### src/rtl/lc3_mem_ctrl.sv
// ============================================================================
//  Module      : lc3_mem_ctrl
//  Description : LC-3 CPU memory controller. Accepts one read or write
//                request at a time and serves it from a single-port BRAM
//                with one-cycle registered read data. Completion is a
//                one-cycle rsp_valid pulse.
//                Optional memory-mapped keyboard/display registers in
//                0xFE00-0xFFFF are enabled by defining LC3_MMIO_EN.
//  Revision    : 1.0 - initial release
// ============================================================================
`default_nettype none

module lc3_mem_ctrl #(
    parameter int ADDR = 12,
    parameter int DATA = 16
) (
    input  logic            clk,
    input  logic            rst_n,
    // CPU request/response
    input  logic            req_valid,
    output logic            req_ready,
    input  logic            req_wr,
    input  logic [15:0]     req_addr,
    input  logic [DATA-1:0] req_wdata,
    output logic            rsp_valid,
    output logic [DATA-1:0] rsp_rdata,
    // BRAM port
    output logic            mem_wr,
    output logic [ADDR-1:0] mem_addr,
    output logic [DATA-1:0] mem_din,
    input  logic [DATA-1:0] mem_dout,
    // Keyboard device
    input  logic            kbd_valid,
    input  logic [7:0]      kbd_data,
    output logic            kbd_ack,
    // Display device
    input  logic            dsp_ready,
    output logic            dsp_valid,
    output logic [7:0]      dsp_data
);

    typedef enum logic [2:0] {
        IDLE     = 3'd0,
        RD_ISSUE = 3'd1,
        RD_WAIT  = 3'd2,
        WR       = 3'd3,
        RESP     = 3'd4
    } state_t;

    state_t          state;
    logic [15:0]     addr_q;      // full LC-3 address of the access in flight
    logic [DATA-1:0] wdata_q;     // write data, echoed back on the response
    logic            dev_q;       // access in flight targets device space
    logic            is_dev;      // incoming request targets device space
    logic [DATA-1:0] dev_rdata;   // device register read value
    logic            unused_ok;

    wire accept = req_valid && req_ready;

    // Main access sequencer; all handshake and BRAM outputs are registered
    always_ff @(posedge clk or negedge rst_n) begin
        if (!rst_n) begin
            state     <= IDLE;
            req_ready <= 1'b0;
            rsp_valid <= 1'b0;
            rsp_rdata <= '0;
            mem_wr    <= 1'b0;
            mem_addr  <= '0;
            mem_din   <= '0;
            addr_q    <= '0;
            wdata_q   <= '0;
            dev_q     <= 1'b0;
        end else begin
            rsp_valid <= 1'b0;
            case (state)
                IDLE: begin
                    if (accept) begin
                        req_ready <= 1'b0;
                        addr_q    <= req_addr;
                        wdata_q   <= req_wdata;
                        dev_q     <= is_dev;
                        // Device accesses leave the BRAM port untouched
                        if (!is_dev) begin
                            mem_addr <= req_addr[ADDR-1:0];
                        end
                        if (req_wr) begin
                            state   <= WR;
                            mem_wr  <= !is_dev;
                            mem_din <= req_wdata;
                        end else begin
                            state <= RD_ISSUE;
                        end
                    end else begin
                        // Also raises ready on the first edge after reset
                        req_ready <= 1'b1;
                    end
                end
                RD_ISSUE: begin
                    // BRAM samples mem_addr at the end of this cycle
                    state <= RD_WAIT;
                end
                RD_WAIT: begin
                    state     <= RESP;
                    rsp_valid <= 1'b1;
                    rsp_rdata <= dev_q ? dev_rdata : mem_dout;
                end
                WR: begin
                    state     <= RESP;
                    mem_wr    <= 1'b0;
                    rsp_valid <= 1'b1;
                    rsp_rdata <= wdata_q;
                end
                RESP: begin
                    state     <= IDLE;
                    req_ready <= 1'b1;
                end
                default: begin
                    state     <= IDLE;
                    req_ready <= 1'b0;
                    mem_wr    <= 1'b0;
                end
            endcase
        end
    end

`ifdef LC3_MMIO_EN
    // 0xFE00-0xFFFF is device space
    assign is_dev = (req_addr[15:9] == 7'h7F);

    // Device register read mux, indexed by the latched address
    always_comb begin
        dev_rdata = '0;
        case (addr_q[8:0])
            9'h000:  dev_rdata[DATA-1] = kbd_valid;   // KBSR
            9'h002:  dev_rdata[7:0]    = kbd_data;    // KBDR
            9'h004:  dev_rdata[DATA-1] = dsp_ready;   // DSR
            default: dev_rdata = '0;
        endcase
    end

    // Keyboard acknowledge and display strobe, both aligned with RESP
    always_ff @(posedge clk or negedge rst_n) begin
        if (!rst_n) begin
            kbd_ack   <= 1'b0;
            dsp_valid <= 1'b0;
            dsp_data  <= '0;
        end else begin
            kbd_ack   <= (state == RD_WAIT) && dev_q && (addr_q[8:0] == 9'h002);
            dsp_valid <= (state == WR) && dev_q && (addr_q[8:0] == 9'h006);
            if ((state == WR) && dev_q && (addr_q[8:0] == 9'h006)) begin
                dsp_data <= wdata_q[7:0];
            end
        end
    end

    assign unused_ok = ^addr_q[15:9];
`else
    // Whole address space maps to BRAM; devices are inert
    assign is_dev    = 1'b0;
    assign dev_rdata = '0;
    assign kbd_ack   = 1'b0;
    assign dsp_valid = 1'b0;
    assign dsp_data  = '0;

    assign unused_ok = ^{addr_q, req_addr, kbd_valid, kbd_data, dsp_ready};
`endif

endmodule

`default_nettype wire

### config.mk
export PLATFORM = sky130hd
export DESIGN_NAME = lc3_mem_ctrl
export DESIGN_NICKNAME = d
export VERILOG_FILES = /design/src/rtl/lc3_mem_ctrl.sv
export SDC_FILE = /design/constraint.sdc
export NUM_CORES = 1
export LEC_CHECK = 0
export BUFFER_PORTS_ARGS = -buffer_cell sky130_fd_sc_hd__buf_2
export CAP_MARGIN = 30
export CORE_MARGIN = 2
export CORE_UTILIZATION = 50
export CTS_BUF_LIST = sky130_fd_sc_hd__clkbuf_16
export CTS_CLUSTER_SIZE = 28
export DETAILED_ROUTE_END_ITERATION = 8
export GPL_TIMING_DRIVEN = 0
export PLACE_DENSITY = 0.81
export RECOVER_POWER = 50
export SYNTH_ARGS = -nofsm -noshare
export SYNTH_HDL_FRONTEND = slang
export SYNTH_SLANG_ARGS = --single-unit
### constraint.sdc
create_clock -name clk -period 3.64 [get_ports clk]
set_clock_uncertainty 0.15 [all_clocks]
set_input_delay 0.364 -clock clk [delete_from_list [all_inputs] [get_ports clk]]
set_output_delay 0.364 -clock clk [all_outputs]
set_load 0.02 [all_outputs]
==> results.tsv, run 1 <==
stage	metric	value	unit
status	run_status	finished, violations left	
status	violations	capacitance limit, slew limit	
route	drtPass1Iterations	4	
route	drc	0	
critical_path	critPathBufInv	2	
floorplanning	start_util	52.64	%
synthesis	syn_area_per_cell	13.89	um2
route	drt_iter0_markers	82	
synthesis	synth_cell_types	23	
clock_network	cts_root_buffer	clkbuf_16	
place	dp_hpwl	3.816	mm
finish	final_cell_mix	75 x buf_2, 66 x dfrtp_1, 35 x mux2_2, 27 x clkbuf_1	
floorplanning	row_count	26	
synthesis	synth_area	2723	um2
synthesis	ys_seq_area_share	60.66	%
timing	rsz0062_at_grt	no	
critical_path	crit_arrival	1.90	ns
critical_path	crit_type	reg2reg	
finish	syn_to_final_growth	29.55	%
grt	grtUsageTotal	19.10	%
floorplanning	dieArea	6051	um2
timing	finalMaxSlewViolations	67	
timing	hold_violations	0	
worst_hold_path	hp-class	in2reg	
route	routedWlPerCell	14.24	um
critical_path	slowest_stage	dfrtp_1	
grt	antenna_found_initial	0	
finish	final_nets	372	
timing	setup_viol	0	
route	dr_total_vias	1857	
flow_run	max-cap-violations	1	
clock_network	numCtsBuffers	9	
clock_network	cts.sinks	66	
floorplanning	die_h	77.79	um
finish	fin_util	68.19	%
clock_network	htreeDepth	3	
grt	grt_max_degree	67	
critical_path	crit_fanout	10	
synthesis	syn_inst	196	
timing	finalCritPeriodShare	51.03	%
power_and_ir_drop	vdd_drop_max	0.5692	mV
clock_network	clk_pin_slew	0.05	ns
clock_network	cts_resized	0	
power_and_ir_drop	finalPower	3.455	mW
clock_network	clockBufferDepth	2	
finish	final_common_cell	buf_2	
grt	overflow	0	
finish	drive_gt1_share	45.83	%
clock_network	clk_latency	0.31	ns
grt	grt_pass1_vias	1894	
critical_path	cpPeakStageDelay	0.43	ns
critical_path	cp-end-kind	flop	
synthesis	synth-warning-count	0	
finish	diodes	0	
timing	period_needed	1.857	ns
timing	tightest_slew	1.582	ns
place	globalplace.congestion	0.7089	
place	port_buffers	94	
synthesis	synth-seq-cells	66	
floorplanning	die_w	77.79	um
grt	grt_pass1_wl	8.935	mm
timing	fmax	538.4	MHz
critical_path	critPathTopFamily	simple AND/OR/NAND/NOR gates	
timing	tns	0	ns
route	wirelength	5.438	mm
timing	slew_headroom	-5.462	%
route	antenna_left	0	
floorplanning	io_pins	119	
critical_path	worstPathRequired	3.68	ns
clock_network	post_cts_buffers	0	
route	viasPerCell	4.861	
critical_path	critPathLaunchType	flop	
floorplanning	coreArea	5172	um2
clock_network	cts_tree	done	
power_and_ir_drop	p_leak	1.742	nW
finish	fillers	417	
clock_network	ctsHoldBuffers	0	
power_and_ir_drop	power.density	979.4	nW/um2
critical_path	cp_cell_sequence	nor4b_2 > and3_1 > buf_6 > buf_12 > mux2_4	
==> synthesized netlist by cell type, drive strengths merged <==
cell,n,area [um2]
dfrtp,66,1652
mux2,44,529.3
buf,17,131.4
nand2,17,63.81
o21ai,17,85.08
mux2i,16,160.2
clkbuf,4,15.01
inv,4,15.01
a21oi,1,5.000
a31oi,1,6.260
and2,1,6.260
and3,1,6.260
conb,1,3.750
nand2b,1,6.260
nor2,1,3.750
nor3,1,5.000
nor4b,1,15.01
o22ai,1,6.260
or2b,1,7.510
==> metal layers <==
metal	global-route usage, %	vias to the layer above	share of wire, %
li1	-	881	-
met1	24.32	891	44
met2	30.69	76	47
met3	5.349	9	7.8
met4	8.036	0	1.4
met5	0	-	0
==> area by class of cell <==
cell class	instances	area, um2	area share, %
multi-input cells	114	943.4	26.75
well taps	70	87.58	2.483
clock inverters	4	16.27	0.4612
repair buffers	94	441.7	12.52
clock buffers	9	225.2	6.385
flip-flops and latches	66	1652	46.83
plain buffers	21	146.4	4.150
inverters	4	15.01	0.4257
==> registers in the layout (all words and copies together) (netlist names) <==
| signal | count |
|---|---|
| rsp_rdata | 16 |
| state | 3 |
| rsp_valid | 1 |
| wdata_q | 16 |
| mem_din | 16 |
| mem_addr | 12 |
| mem_wr | 1 |
| req_ready | 1 |
==> cell families (layout without fill, tap and decap cells) <==
| logic type | Yosys count | after routing | synth area share (%) |
|---|---|---|---|
| AOI/OAI and AO/OA | 20 | 20 | 3.768 |
| and+or+nand+nor | 24 | 24 | 4.182 |
| other | 1 | 10 | 0.1377 |
| muxes | 60 | 60 | 25.32 |
| buffers and inverters | 25 | 132 | 5.928 |
| DFF | 66 | 66 | 60.66 |
==> worst paths after layout <==
path	from	to	slack, ns	cells past startpoint
worst max register to register	state[1]	mem_din[10]	1.78	5
worst min-delay path	req_addr[10]	mem_addr[10]	0.13	2
worst max-delay path	state[1]	mem_din[10]	1.78	5
min in group asynchronous	rst_n	rsp_valid	0.30	1
max in group asynchronous	rst_n	wdata_q[2]	2.10	1
worst min register to register	rsp_rdata[9]	rsp_rdata[9]	0.33	2
==> worst register-to-register path, stage by stage (launching register included) <==
cell and delay (ns):
dfrtp_1 0.43, nor4b_2 0.32, and3_1 0.21, buf_6 0.15
buf_12 0.16, mux2_4 0.31
==> through the flow <==
stage          setup slack [ns]  std cells  cell area, um2  hold WS (ns)
2_1_floorplan             1.917        205            2756      -0.08159
3_3_place_gp              1.800        369            3314        0.3059
3_5_place_dp              1.776        369            3317        0.3149
6_report                  1.783        382            3527        0.1295
5_1_grt                   1.652        382            3527        0.1344
4_1_cts                   1.762        382            3558       0.03355
==> where the power goes <==
group | total, mW | switching [mW] | internal, mW
combinational | 1.44 | 0.812 | 0.631
sequential | 1.31 | 0.198 | 1.11
clock | 0.701 | 0.262 | 0.438
total | 3.45 | 1.27 | 2.18
(Power assumes the default switching activity.)
==> inputs of run 2 (changes only) <==
Settings changed: ABC_AREA set to 1, CORE_UTILIZATION 50 to 48, PLACE_DENSITY 0.81 to 0.77.
Clock period 3.64 ns to 1.77 ns, I/O delays scaled along.
==> run 2 against run 1 <==
  * Routed wire length is 27% higher
  * Sequential share of layout area down 6.8 points
  * Clock power rose by 150%
  * First-iteration DRC count increased by 26%
  * The flow now finishes without violations
  * Worst setup slack got worse by 1.6 ns
  * Sequential cell count did not move
  * Sequential power is 100% higher
  * Final cell count increased by 40%
  * Non-clock buffer count grew 44
  * Critical path type unchanged
==> results.tsv, run 2 <==
stage	metric	value	unit	change
finish	syn_to_final_growth	44.98	%	was 29.55%
finish	diodes	0		unchanged
critical_path	worstPathRequired	1.83	ns	was 3.68 ns
power_and_ir_drop	power.density	1751	nW/um2	was 979.4 nW/um2
worst_hold_path	hold-path-cell-count	3		was 2
finish	fillers	478		was 417
grt	antenna_found_initial	0		unchanged
critical_path	crit_type	reg2reg		unchanged
finish	final_nets	517		was 372
finish	final_area	4121	um2	was 3527 um2
power_and_ir_drop	p_leak	2.112	nW	was 1.742 nW
timing	tns	0	ns	unchanged
finish	fin_util	70.87	%	was 68.19%
timing	slew_headroom	40.93	%	was -5.462%
clock_network	cts_tree	done		unchanged
floorplanning	io_pins	119		unchanged
critical_path	r2r_end	mem_din[11]		was mem_din[10]
synthesis	synth.most_common_cell	nand2_1		was dfrtp_1
clock_network	cts.sinks	66		unchanged
floorplanning	coreArea	5816	um2	was 5172 um2
timing	fin_hold_ws	0.01249	ns	was 0.1295 ns
critical_path	critPathLaunchType	flop		unchanged
route	antenna_left	0		unchanged
route	drt_iter0_markers	103		was 82
worst_hold_path	hp-class	in2reg		unchanged
floorplanning	start_util	48.88	%	was 52.64%
finish	drive_gt1_share	26.52	%	was 45.83%
route	drc	0		unchanged
critical_path	r2r_setup_slack	0.21	ns	was 1.78 ns
synthesis	synth-warning-count	0		unchanged
status	run_status	finished, final reports clean		was finished, violations left
clock_network	cts_root_buffer	clkbuf_16		unchanged
synthesis	syn_inst	297		was 196
grt	overflow	0		unchanged
timing	rsz0062_at_grt	no		unchanged
synthesis	yosys-top-cells-count	109 x nand2_1, 66 x dfrtp_1, 18 x inv_1		was 66 x dfrtp_1, 35 x mux2_2, 17 x nand2_1, 17 x o21ai_0, 16 x mux2i_1
timing	tightest_slew	0.8861	ns	was 1.582 ns
route	routedWlPerCell	12.86	um	was 14.24 um
finish	final_cell_mix	109 x nand2_1, 66 x dfrtp_1, 49 x buf_2, 47 x clkbuf_1, 44 x dlygate4sd3_1		was 75 x buf_2, 66 x dfrtp_1, 35 x mux2_2, 27 x clkbuf_1
synthesis	ys.flop_type	dfrtp_1		unchanged
route	dr_total_vias	2477		was 1857
critical_path	r2r_start	state[2]		was state[1]
critical_path	crit_arrival	1.62	ns	was 1.90 ns
grt	grt_pass1_vias	2358		was 1894
timing	setup_viol	0		unchanged
timing	hold_violations	0		unchanged
synthesis	synth.area.top_cells	dfrtp_1 58%, nand2_1 14%, o21ai_2 4.9%, nand3_1 3.0%, buf_4 2.9%		was dfrtp_1 61%, mux2_2 14%, mux2i_1 5.9%, mux2_4 5.0%, o21ai_0 3.1%
synthesis	ys_seq_area_share	58.10	%	was 60.66%
route	wirelength	6.880	mm	was 5.438 mm
synthesis	synth_top_area_share	58.10	%	was 60.66%
synthesis	synth_cell_types	23		unchanged
place	globalplace.congestion	0.8189		was 0.7089
floorplanning	row_count	28		was 26
clock_network	cts_resized	0		unchanged
floorplanning	die_w	80.96	um	was 77.79 um
place	dpl-instance-area	3443	um2	was 3317 um2
clock_network	clk_pin_slew	0.05	ns	about the same
floorplanning	dieArea	6554	um2	was 6051 um2
synthesis	synth_edf_count	0		unchanged
timing	period_needed	1.555	ns	was 1.857 ns
finish	largestRegisters	mem_din: 16 flops, rsp_rdata: 16 flops, wdata_q: 16 flops		unchanged
clock_network	post_cts_buffers	0		unchanged
flow_run	max-cap-violations	0		was 1
critical_path	worstRegToRegCells	7		was 5
critical_path	cp-startpoint	state[2]		was state[1]
clock_network	clockBufferDepth	2		unchanged
synthesis	synth_area	2843	um2	was 2723 um2
critical_path	crit_fanout	10		unchanged
finish	final_common_cell	nand2_1		was buf_2
grt	grt_pass1_wl	11.12	mm	was 8.935 mm
grt	grt_max_degree	67		unchanged
route	drtPass1Iterations	4		unchanged
place	dp_hpwl	4.382	mm	was 3.816 mm
grt	grtUsageTotal	22.66	%	was 19.10%
synthesis	yosysTopAreaCell	dfrtp_1		unchanged
finish	regArea	1652	um2	unchanged
clock_network	numCtsBuffers	9		unchanged
clock_network	clk_latency	0.32	ns	was 0.31 ns
timing	fmax	643.1	MHz	was 538.4 MHz
synthesis	syn_area_per_cell	9.571	um2	was 13.89 um2
timing	finalMaxSlewViolations	0		was 67
power_and_ir_drop	vdd_drop_max	1.012	mV	was 0.5692 mV
clock_network	ctsHoldBuffers	44		was 0
floorplanning	die_h	80.96	um	was 77.79 um
critical_path	worstSetupEndpoint	mem_din[11]		was mem_din[10]
critical_path	cp-end-kind	flop		unchanged
synthesis	async_reset_ff_share	100.0	%	unchanged
finish	multi_input_area	945.9	um2	was 943.4 um2
timing	finalCritPeriodShare	87.85	%	was 51.03%
power_and_ir_drop	finalPower	7.218	mW	was 3.455 mW
route	viasPerCell	4.630		was 4.861
place	port_buffers	94		unchanged
synthesis	synth-seq-cells	66		unchanged
clock_network	htreeDepth	3		unchanged
-- run 2: per-layer routing --
layer / wire, um / vias up / GRT usage, %
met5: 0 / - / 0
met4: 184 / 0 / 11.19
met3: 338 / 18 / 4.778
met2: 3305 / 87 / 35.45
met1: 3051 / 1143 / 30.10
li1: - / 1229 / -
-- run 2: worst min-delay path by stage --
| stage | from | end | slack [ns] |
|---|---|---|---|
| finish | req_wdata[4] | mem_din[4] | 0.01 |
| floorplan | rst_n | mem_addr[0] | -0.27 |
| CTS | req_wdata[4] | mem_din[4] | 0.003 |
| global placement | req_addr[0] | mem_addr[0] | 0.23 |
| global route | req_wdata[4] | mem_din[4] | 0.04 |
| detailed placement | rst_n | state[2] | 0.18 |
-- run 2: area by class of cell --
class,count,area share [%]
sequential,66,40.07
multi-input combinational,195,22.95
tap,75,2.277
clock buffer,9,5.464
timing repair buffer,138,20.73
inverter,24,2.307
buffer,21,4.463
clock inverter,7,1.730
-- run 2: power by group --
part	total (mW)	switching [mW]	internal, mW
logic	2.83	1.86	0.977
registers	2.65	0.434	2.22
clock network	1.73	0.647	1.09
-- run 2: cell families after synthesis --
| group | Yosys count | synth area share, % |
|---|---|---|
| simple gates | 149 | 23.50 |
| flops | 66 | 58.10 |
| buf+inv | 45 | 9.815 |
| compound gates | 36 | 8.450 |
| other cells | 1 | 0.1319 |
-- run 2: stage by stage --
stage	setup WS [ns]	instances
finish	0.2150	535
global route	0.1187	535
CTS	0.2541	535
floorplan	0.3102	306
global placement	0.1143	475
detailed placement	0.2664	475
-- run 2: critical path, stage by stage (launching register included) --
cell and delay [ns]:
dfrtp_1 0.46, inv_1 0.16, nand2_4 0.08, nor2_8 0.18, nand2_4 0.12, buf_8 0.17
nand2_2 0.06, o21ai_2 0.05
